==> src/rtl/pulse_generator.sv <==
// Emits exactly cnt_q evenly spaced single-cycle pulses per WINDOW-cycle window.
// Spacing comes from a Bresenham accumulator, so no divider is needed.
module pulse_generator #(
    parameter int WINDOW = 200_000_000,
    parameter int CNT_W  = 8
) (
    input  logic             clk_i,
    input  logic             rst_i,
    input  logic             en_i,
    input  logic [CNT_W-1:0] count_i,
    output logic             pulse_o,
    output logic             win_o,
    output logic [CNT_W-1:0] emitted_o,
    output logic             busy_o
);

    localparam int TIM_W = $clog2(WINDOW);
    localparam int ACC_W = TIM_W + 1;
    localparam logic [TIM_W-1:0] TIM_LAST = TIM_W'(WINDOW - 1);
    localparam logic [ACC_W-1:0] WIN_ACC  = ACC_W'(WINDOW);

    typedef enum logic [1:0] {
        IDLE,
        RUN,
        STOP
    } state_t;

    state_t           state_q, state_d;
    logic [TIM_W-1:0] tim_q, tim_d;
    logic [ACC_W-1:0] acc_q, acc_d;
    logic [CNT_W-1:0] cnt_q, cnt_d;
    logic [CNT_W-1:0] pul_cnt_q, pul_cnt_d;
    logic [CNT_W-1:0] emitted_q, emitted_d;
    logic             pulse_q, pulse_d;
    logic             win_q, win_d;

    logic [ACC_W-1:0] sum;
    logic             fire;
    logic             last;

    // acc < WINDOW and cnt_q < WINDOW, so the sum always fits in ACC_W bits.
    assign sum  = acc_q + ACC_W'(cnt_q);
    assign fire = (sum >= WIN_ACC);
    assign last = (tim_q == TIM_LAST);

    always_comb begin
        // NOTE: every variable gets a default first so no path can infer a latch.
        state_d   = state_q;
        tim_d     = tim_q;
        acc_d     = acc_q;
        cnt_d     = cnt_q;
        pul_cnt_d = pul_cnt_q;
        emitted_d = emitted_q;
        pulse_d   = 1'b0;
        win_d     = 1'b0;

        case (state_q)
            IDLE: begin
                if (en_i) begin
                    state_d   = RUN;
                    cnt_d     = count_i;
                    acc_d     = '0;
                    tim_d     = '0;
                    pul_cnt_d = '0;
                end
            end
            RUN, STOP: begin
                if (fire) begin
                    acc_d     = sum - WIN_ACC;
                    pulse_d   = 1'b1;
                    pul_cnt_d = pul_cnt_q + CNT_W'(1);
                end else begin
                    acc_d = sum;
                end

                if (last) begin
                    // A window never gets cut short; the run request only decides what follows it.
                    win_d     = 1'b1;
                    emitted_d = pul_cnt_q + CNT_W'(fire);
                    tim_d     = '0;
                    pul_cnt_d = '0;
                    if (en_i) begin
                        state_d = RUN;
                        cnt_d   = count_i;
                    end else begin
                        state_d = IDLE;
                    end
                end else begin
                    tim_d   = tim_q + TIM_W'(1);
                    state_d = en_i ? RUN : STOP;
                end
            end
            default: state_d = IDLE;
        endcase
    end

    always_ff @(posedge clk_i) begin
        // NOTE: non-blocking assignments so every flop samples pre-edge values.
        if (rst_i) begin
            state_q   <= IDLE;
            tim_q     <= '0;
            acc_q     <= '0;
            cnt_q     <= '0;
            pul_cnt_q <= '0;
            emitted_q <= '0;
            pulse_q   <= 1'b0;
            win_q     <= 1'b0;
        end else begin
            state_q   <= state_d;
            tim_q     <= tim_d;
            acc_q     <= acc_d;
            cnt_q     <= cnt_d;
            pul_cnt_q <= pul_cnt_d;
            emitted_q <= emitted_d;
            pulse_q   <= pulse_d;
            win_q     <= win_d;
        end
    end

    assign pulse_o   = pulse_q;
    assign win_o     = win_q;
    assign emitted_o = emitted_q;
    assign busy_o    = (state_q != IDLE);

endmodule

==> config.mk <==
export PLATFORM = sky130hd
export DESIGN_NAME = pulse_generator
export DESIGN_NICKNAME = d
export VERILOG_FILES = /design/src/rtl/pulse_generator.sv
export SDC_FILE = /design/constraint.sdc
export NUM_CORES = 1
export LEC_CHECK = 0
export CORE_ASPECT_RATIO = 0.75
export CORE_UTILIZATION = 25
export DETAILED_ROUTE_END_ITERATION = 8
export PLACE_DENSITY_LB_ADDON = 0.2
export SETUP_SLACK_MARGIN = 0.15
export SLEW_MARGIN = 25
export SYNTH_ARGS = -nofsm -noshare
export SYNTH_HDL_FRONTEND = slang
export SYNTH_SLANG_ARGS = --single-unit
==> constraint.sdc <==
create_clock -name clk_i -period 6.9 [get_ports clk_i]
set_clock_uncertainty 0.2 [all_clocks]
set_input_delay 1.035 -clock clk_i [delete_from_list [all_inputs] [get_ports clk_i]]
set_output_delay 1.035 -clock clk_i [all_outputs]
set_load 0.05 [all_outputs]
==> summary.txt, run 1 <==
Synth
  • Area leader, netlist: dfxtp_1
  • Post-synth top flop: dfxtp_1
  • Seq/Total Area, Yosys: 0.320
  • Post-synth EDFFs: 0
  • Yosys cell types: 74
  • Share of the synthesized area in the top cell type: 0.320
  • Post-synth net total: 696
  • Synthesized area: 0.00531 mm2
  • #FFs+latches synth: 85
  • Syn avg cell area: 7.94 um2
  • Asr flop ratio synth: 0
  • Synth area leaders: dfxtp_1 (32%), nor2_1 (5.4%), xor2_1 (5.3%), nand2_1 (5.1%), xnor2_1 (4.0%)
  • Post-Syn Instances: 669
  • Yosys warns: 0

Floorplanning
  • Row count: 45
  • Core outline area: 0.0206 mm2
  • Initial core utilization: 0.259
  • Height of the chip: 128 um
  • Die area: 0.0218 mm2
  • Top Ports: 22
  • Die W: 170 um

CTS
  • Clk buf depth: 2
  • Clock Latency Late Sink: 0.35 ns
  • CTS tree: done
  • Clock root buffer master: clkbuf_16
  • Post-cts hold buffer count: 0
  • Clk sinks: 85
  • Reg clk slew, reported paths: 0.07 ns
  • CTS buffer count: 9
  • Htree depth: 3
  • Post-cts resize count: 0
  • Setup Fix Bufs, Post-CTS: 0

Setup path
  • Startpoint Class: flip-flop
  • Delay of the slowest cell on the worst path: 0.48 ns
  • CP Buf/Inv Count: 1
  • Cell family with most CP delay: adder cells
  • Most frequent cell on the critical path: ha_1
  • Crit-path cells: ha_1 -> fa_1 -> a211oi_1 -> o211a_1 -> nor2_1 -> xnor2_1 -> ha_1 -> nand4_1 -> a311o_1 -> and4_4 -> nor2_4 -> inv_2 -> ha_1 -> ha_1 -> nand3_1 -> xor2_1 -> nor2_1 -> a21oi_1 -> nor2_1
  • Crit path DAT: 5.00 ns
  • Worst path slowest cell: a311o_1
  • CP Data Required Time: 6.92 ns
  • Crit end category: flip-flop
  • Setup CP Type: reg -> reg
  • Critical path peak fanout: 16

STA
  • Final min period: 4.98 ns
  • Period utilisation layout: 0.722
  • Setup TNS: 0 ns
  • Final Hold Viols: 0
  • Tightest Pin Transition: 0.907 ns
  • Max-slew violations: 0
  • RSZ-0062 raised after global routing: no
  • # setup viols final: 0
  • Slew HR: 0.396
  • FMAX: 0.201 GHz
  • Min Hold Slack: 0.263 ns

Placement
  • GP Congestion: 0.864
  • Placed instance count: 946
  • DP Wirelength: 10,600 um
  • PortBufs: 21

Global route
  • GR Util All Layers: 0.138
  • GR Overflow Total: 0
  • Largest net degree at the start of global routing: 48
  • First-pass GRT wire length: 23,800 um
  • Vias in the first global route: 4,526
  • Antenna violations before repair: 0

Status
  • Status: finished clean

Route
  • Routed wire per std cell: 14.9 um
  • DR vias: 4,893
  • # DRC: 0
  • Post-DR vias/cell: 5.09
  • Initial DRT Pass Iterations: 5
  • Final ANT Viol Nets: 0
  • Initial DRC Count: 319
  • Final WL: 14,400 um

Hold path
  • Hold Crit Class: reg -> reg

Layout
  • Layout cells sized above 1: 0.0676
  • Area growth syn-to-layout: 14.4%
  • Filler cells: 2,190
  • Post-route insts no fill: 962
  • Nets@finish: 702
  • Antenna Cells: 0

Pwr
  • Max VDD drop: 0.127 mV
  • Leak Pwr: 0.00207 uW
  • Pwr per Cell Area: 185 mW/mm2

Run
  • Max Cap Viol: 0
==> routing by layer <==
metal	up-vias	GRT usage	wire length, um
li1	2452	-	-
met1	2339	0.204	7890
met2	88	0.198	5730
met3	14	0.0327	596
met4	0	0.0313	141
met5	-	0	0
==> logic make-up (layout without fill, tap and decap cells) <==
| group | after synthesis | after routing | share of synthesized area |
|---|---|---|---|
| AO/OA/AOI/OAI | 158 | 158 | 0.204 |
| buffers and inverters | 42 | 53 | 0.0337 |
| multiplexers | 12 | 12 | 0.0226 |
| flip-flops | 85 | 85 | 0.320 |
| adder cells (fa/ha/maj) | 16 | 16 | 0.0391 |
| XOR/XNOR | 57 | 57 | 0.0954 |
| AND/OR/NAND/NOR | 299 | 299 | 0.285 |
==> worst reg2reg max path, cell delays in order, from the launching register on <==
cell and delay [ns]:
dfxtp_1 0.31, ha_1 0.24, fa_1 0.43, a211oi_1 0.34, o211a_1 0.26, nor2_1 0.08
xnor2_1 0.37, ha_1 0.30, nand4_1 0.21, a311o_1 0.48, and4_4 0.24, nor2_4 0.29
inv_2 0.16, ha_1 0.23, ha_1 0.22, nand3_1 0.11, xor2_1 0.15, nor2_1 0.05
a21oi_1 0.13, nor2_1 0.05
==> worst paths after layout <==
| path | from | endpoint | slack, ns | cells after the start |
|---|---|---|---|---|
| max reg2reg | acc_q[0]$_SDFFE_PP0P_ | emitted_o[4]$_SDFFE_PP0P_ | 1.92 | 19 |
| min | acc_q[7]$_SDFFE_PP0P_ | acc_q[7]$_SDFFE_PP0P_ | 0.26 | 2 |
| min reg2reg | acc_q[7]$_SDFFE_PP0P_ | acc_q[7]$_SDFFE_PP0P_ | 0.26 | 2 |
| max | acc_q[0]$_SDFFE_PP0P_ | emitted_o[4]$_SDFFE_PP0P_ | 1.92 | 19 |
==> metrics by stage <==
step | utilization | power, uW | worst slack (ns) | area (um2)
after floorplan | - | 593 | 2.72 | 5310
after CTS | 0.296 | 1140 | 1.94 | 6080
after detailed placement | 0.281 | 630 | 1.95 | 5770
after global routing | 0.296 | 1170 | 1.48 | 6080
after global placement | 0.281 | 628 | 2.08 | 5770
final | 0.296 | 1120 | 1.92 | 6080
==> placed cells by master, fill, tap and decap left out, types with 13 or more instances in the layout <==
cell type	count
ha_1	15
xnor2_1	24
nor3_1	21
nand4_1	15
nand2_1	72
a21oi_1	39
or3_1	13
xor2_1	32
dfxtp_1	85
clkdlybuf4s50_1	20
and3_1	14
nand3_1	35
o21ai_0	26
nor2_1	76
==> flip-flops by register name (all words and copies together) (netlist names) <==
| name | flops |
|---|---|
| cnt_q | 8 |
| acc_q | 29 |
| tim_q | 28 |
| win_o | 1 |
| state_q | 2 |
| pulse_o | 1 |
| emitted_o | 8 |
| pul_cnt_q | 8 |
==> where the power goes <==
| group | total, uW | switching [uW] | internal [uW] | leakage (uW) |
|---|---|---|---|---|
| Sequential | 504 | 5.82 | 498 | 0.000686 |
| Combinational | 114 | 76.0 | 37.7 | 0.00124 |
| Clock | 505 | 220 | 285 | 0.000143 |
==> Yosys cell counts (3+ instances only) <==
cell type	n
a211oi_1	5
a211o_1	3
nand2b_1	5
o211a_1	3
nor3_1	21
nand2_1	72
o21bai_1	3
a31oi_1	8
clkbuf_1	21
a211oi_2	3
dfxtp_1	85
o21ai_0	26
a21o_1	6
o31a_1	4
o211ai_1	12
nor2_1	77
a21oi_1	39
o21ai_1	4
buf_2	6
ha_1	15
inv_1	10
or3_1	13
a22oi_1	7
nor3b_1	3
a221o_1	3
nor2b_1	6
xnor2_1	24
or4_1	5
o21a_1	8
nand3_1	35
nand4_1	15
and4_1	4
xor2_1	32
and3_1	14
and2_1	4
nor4_1	6
mux2i_1	12
==> area by class of cell <==
class                      instances  area (um2)  share of cell area
inverter                          11        41.3             0.00679
clock inverter                     7        80.1              0.0132
clock buffer                       9         225              0.0371
sequential                        85        1700               0.280
tap                              282         353              0.0580
timing repair buffer              26         243              0.0399
multi-input combinational        542        3430               0.565
No activity file was read; power rests on OpenSTA's default activity.
==> run 2: changes to the inputs <==
Clock period 6.9 ns to 4.35 ns, I/O delays scaled along.
==> summary.txt, run 2 (synthesis results as in run 1) <==
Status
  • Status: finished clean

STA
  • # setup viols final: 0
  • FMAX: 0.249 GHz
  • Slew HR: 0.365
  • Min Hold Slack: 0.265 ns
  • Tightest Pin Transition: 0.952 ns
  • Final Hold Viols: 0
  • Period utilisation layout: 0.924
  • Max-slew violations: 0
  • Setup TNS: 0 ns
  • Final min period: 4.02 ns
  • RSZ-0062 raised after global routing: yes

Layout
  • Nets@finish: 734
  • Design area: 0.00650 mm2
  • Register area: 0.00170 mm2
  • Top flop regs: acc_q (29), tim_q (28)
  • Register bank with the most flops: acc_q
  • Max reg flops: 29
  • Antenna Cells: 0
  • Area occupied by multi-input gates: 0.00358 mm2
  • Final core utilization: 0.317
  • Most frequent cells in the layout: dfxtp_1 (83), nor2_1 (74), nand2_1 (72)
  • Most common cell after layout, fill and taps aside: dfxtp_1
  • Filler cells: 2,148
  • Layout cells sized above 1: 0.140
  • Area growth syn-to-layout: 22.4%

Floorplanning
  • Die area: 0.0218 mm2
  • Die W: 170 um
  • Height of the chip: 128 um
  • Initial core utilization: 0.259
  • Row count: 45
  • Top Ports: 22
  • Core outline area: 0.0206 mm2

Pwr
  • Leak Pwr: 0.00225 uW
  • Max VDD drop: 0.199 mV
  • Pwr per Cell Area: 281 mW/mm2

Global route
  • Largest net degree at the start of global routing: 48
  • Vias in the first global route: 4,804
  • Antenna violations before repair: 0
  • GR Overflow Total: 0
  • GR Util All Layers: 0.145
  • First-pass GRT wire length: 25,000 um

Route
  • Final WL: 15,100 um
  • Post-DR vias/cell: 5.07
  • Final ANT Viol Nets: 0
  • Routed wire per std cell: 15.2 um
  • Initial DRC Count: 346
  • Initial DRT Pass Iterations: 5
  • # DRC: 0
  • DR vias: 5,041

Setup path
  • CP Data Required Time: 4.36 ns
  • Crit path DAT: 4.02 ns
  • Cells on worst reg2reg path: 19
  • Reg-to-reg slack, setup: 0.33 ns
  • RR Endpoint: emitted_o[7]$_SDFFE_PP0P_
  • Startpoint Class: flip-flop
  • Crit end category: flip-flop
  • Worst r2r src: cnt_q[2]$_SDFFE_PP0P_
  • Critical path peak fanout: 13
  • Setup CP Type: reg -> reg

Hold path
  • Hold Crit Depth: 2
  • Hold Crit Class: reg -> reg
  • HP Start: acc_q[2]$_SDFFE_PP0P_
  • Hold Crit Endpoint: acc_q[2]$_SDFFE_PP0P_

CTS
  • CTS tree: done
  • Clock root buffer master: clkbuf_16
  • CTS buffer count: 9
  • Reg clk slew, reported paths: 0.07 ns
  • Clk buf depth: 2
  • Post-cts hold buffer count: 0
  • Clk sinks: 85
  • Htree depth: 3
  • Clock Latency Late Sink: 0.36 ns

Placement
  • Placed cell area: 0.00600 mm2
  • PortBufs: 21
  • GP Congestion: 0.849
  • DP Wirelength: 11,100 um

Run
  • Max Cap Viol: 0
[run 2: changes by cell type in the layout (fill, tap and decap cells not counted), moves of 3 or more]
cell and delta:
buf_4 +30, ha_2 +3, o21ai_2 +3, ha_4 +3, ha_1 -6, o21ai_0 -4
[run 2: timing repair]
action,CTS,global route
pin swaps,0,13
setup endpoints to repair,4,14
resized for setup,3,32
endpoints found under the hold margin,0,0
buffers inserted,0,5
cloned,0,0
[run 2: critical path, stage by stage (launching register included)]
cell and delay (ns):
dfxtp_1 0.34, ha_2 0.40, o211a_1 0.24, and3_2 0.24
o21ai_2 0.09, buf_12 0.16, or3_1 0.39, a211oi_2 0.29
a311o_1 0.30, and4_4 0.27, nor2_4 0.04, inv_2 0.07
ha_4 0.15, nand3_4 0.09, nor2_4 0.12, nand3_1 0.09
xor2_1 0.15, nor2_1 0.06, a21oi_2 0.12, nor2_1 0.05
[run 2: power breakdown]
group	leakage (uW)	switching [uW]	internal (uW)
Sequential	0.000687	9.83	790
Combinational	0.00141	123	71.1
Clock	0.000152	372	461
Total	0.00225	505	1320
[run 2: worst max path at each step]
stage	depth (start not counted)	start	endpoint	slack, ns
after detailed placement	20	acc_q[0]$_SDFFE_PP0P_	emitted_o[7]$_SDFFE_PP0P_	0.02
final	19	cnt_q[2]$_SDFFE_PP0P_	emitted_o[7]$_SDFFE_PP0P_	0.33
after floorplan	19	acc_q[0]$_SDFFE_PP0P_	emitted_o[4]$_SDFFE_PP0P_	0.17
after global routing	19	cnt_q[5]$_SDFFE_PP0P_	emitted_o[7]$_SDFFE_PP0P_	0.16
after CTS	19	acc_q[6]$_SDFFE_PP0P_	emitted_o[4]$_SDFFE_PP0P_	0.15
after global placement	20	acc_q[0]$_SDFFE_PP0P_	emitted_o[7]$_SDFFE_PP0P_	0.03
[run 2: layer usage]
layer	GRT usage	routed length, um	share of wire	vias to the layer above
met3	0.0367	907	0.060	23
li1	-	-	-	2522
met4	0.0445	225	0.015	0
met5	0	0	0	-
met2	0.206	6070	0.40	139
met1	0.212	7880	0.52	2357
[run 2: area by class of cell]
type | count | share of cell area
inverters | 11 | 0.00635
repair buffers | 58 | 0.0781
multi-input cells | 542 | 0.551
well taps | 282 | 0.0542
clock buffers | 9 | 0.0346
clock inverters | 7 | 0.0140
flip-flops and latches | 85 | 0.262
[run 2: per-stage QoR]
step	instances	worst slack [ns]	total power [uW]
after floorplan	669	0.167	941
after global placement	973	0.0285	1010
after detailed placement	973	0.0220	1010
after CTS	989	0.151	1850
after global routing	994	0.157	1910
final	994	0.332	1830
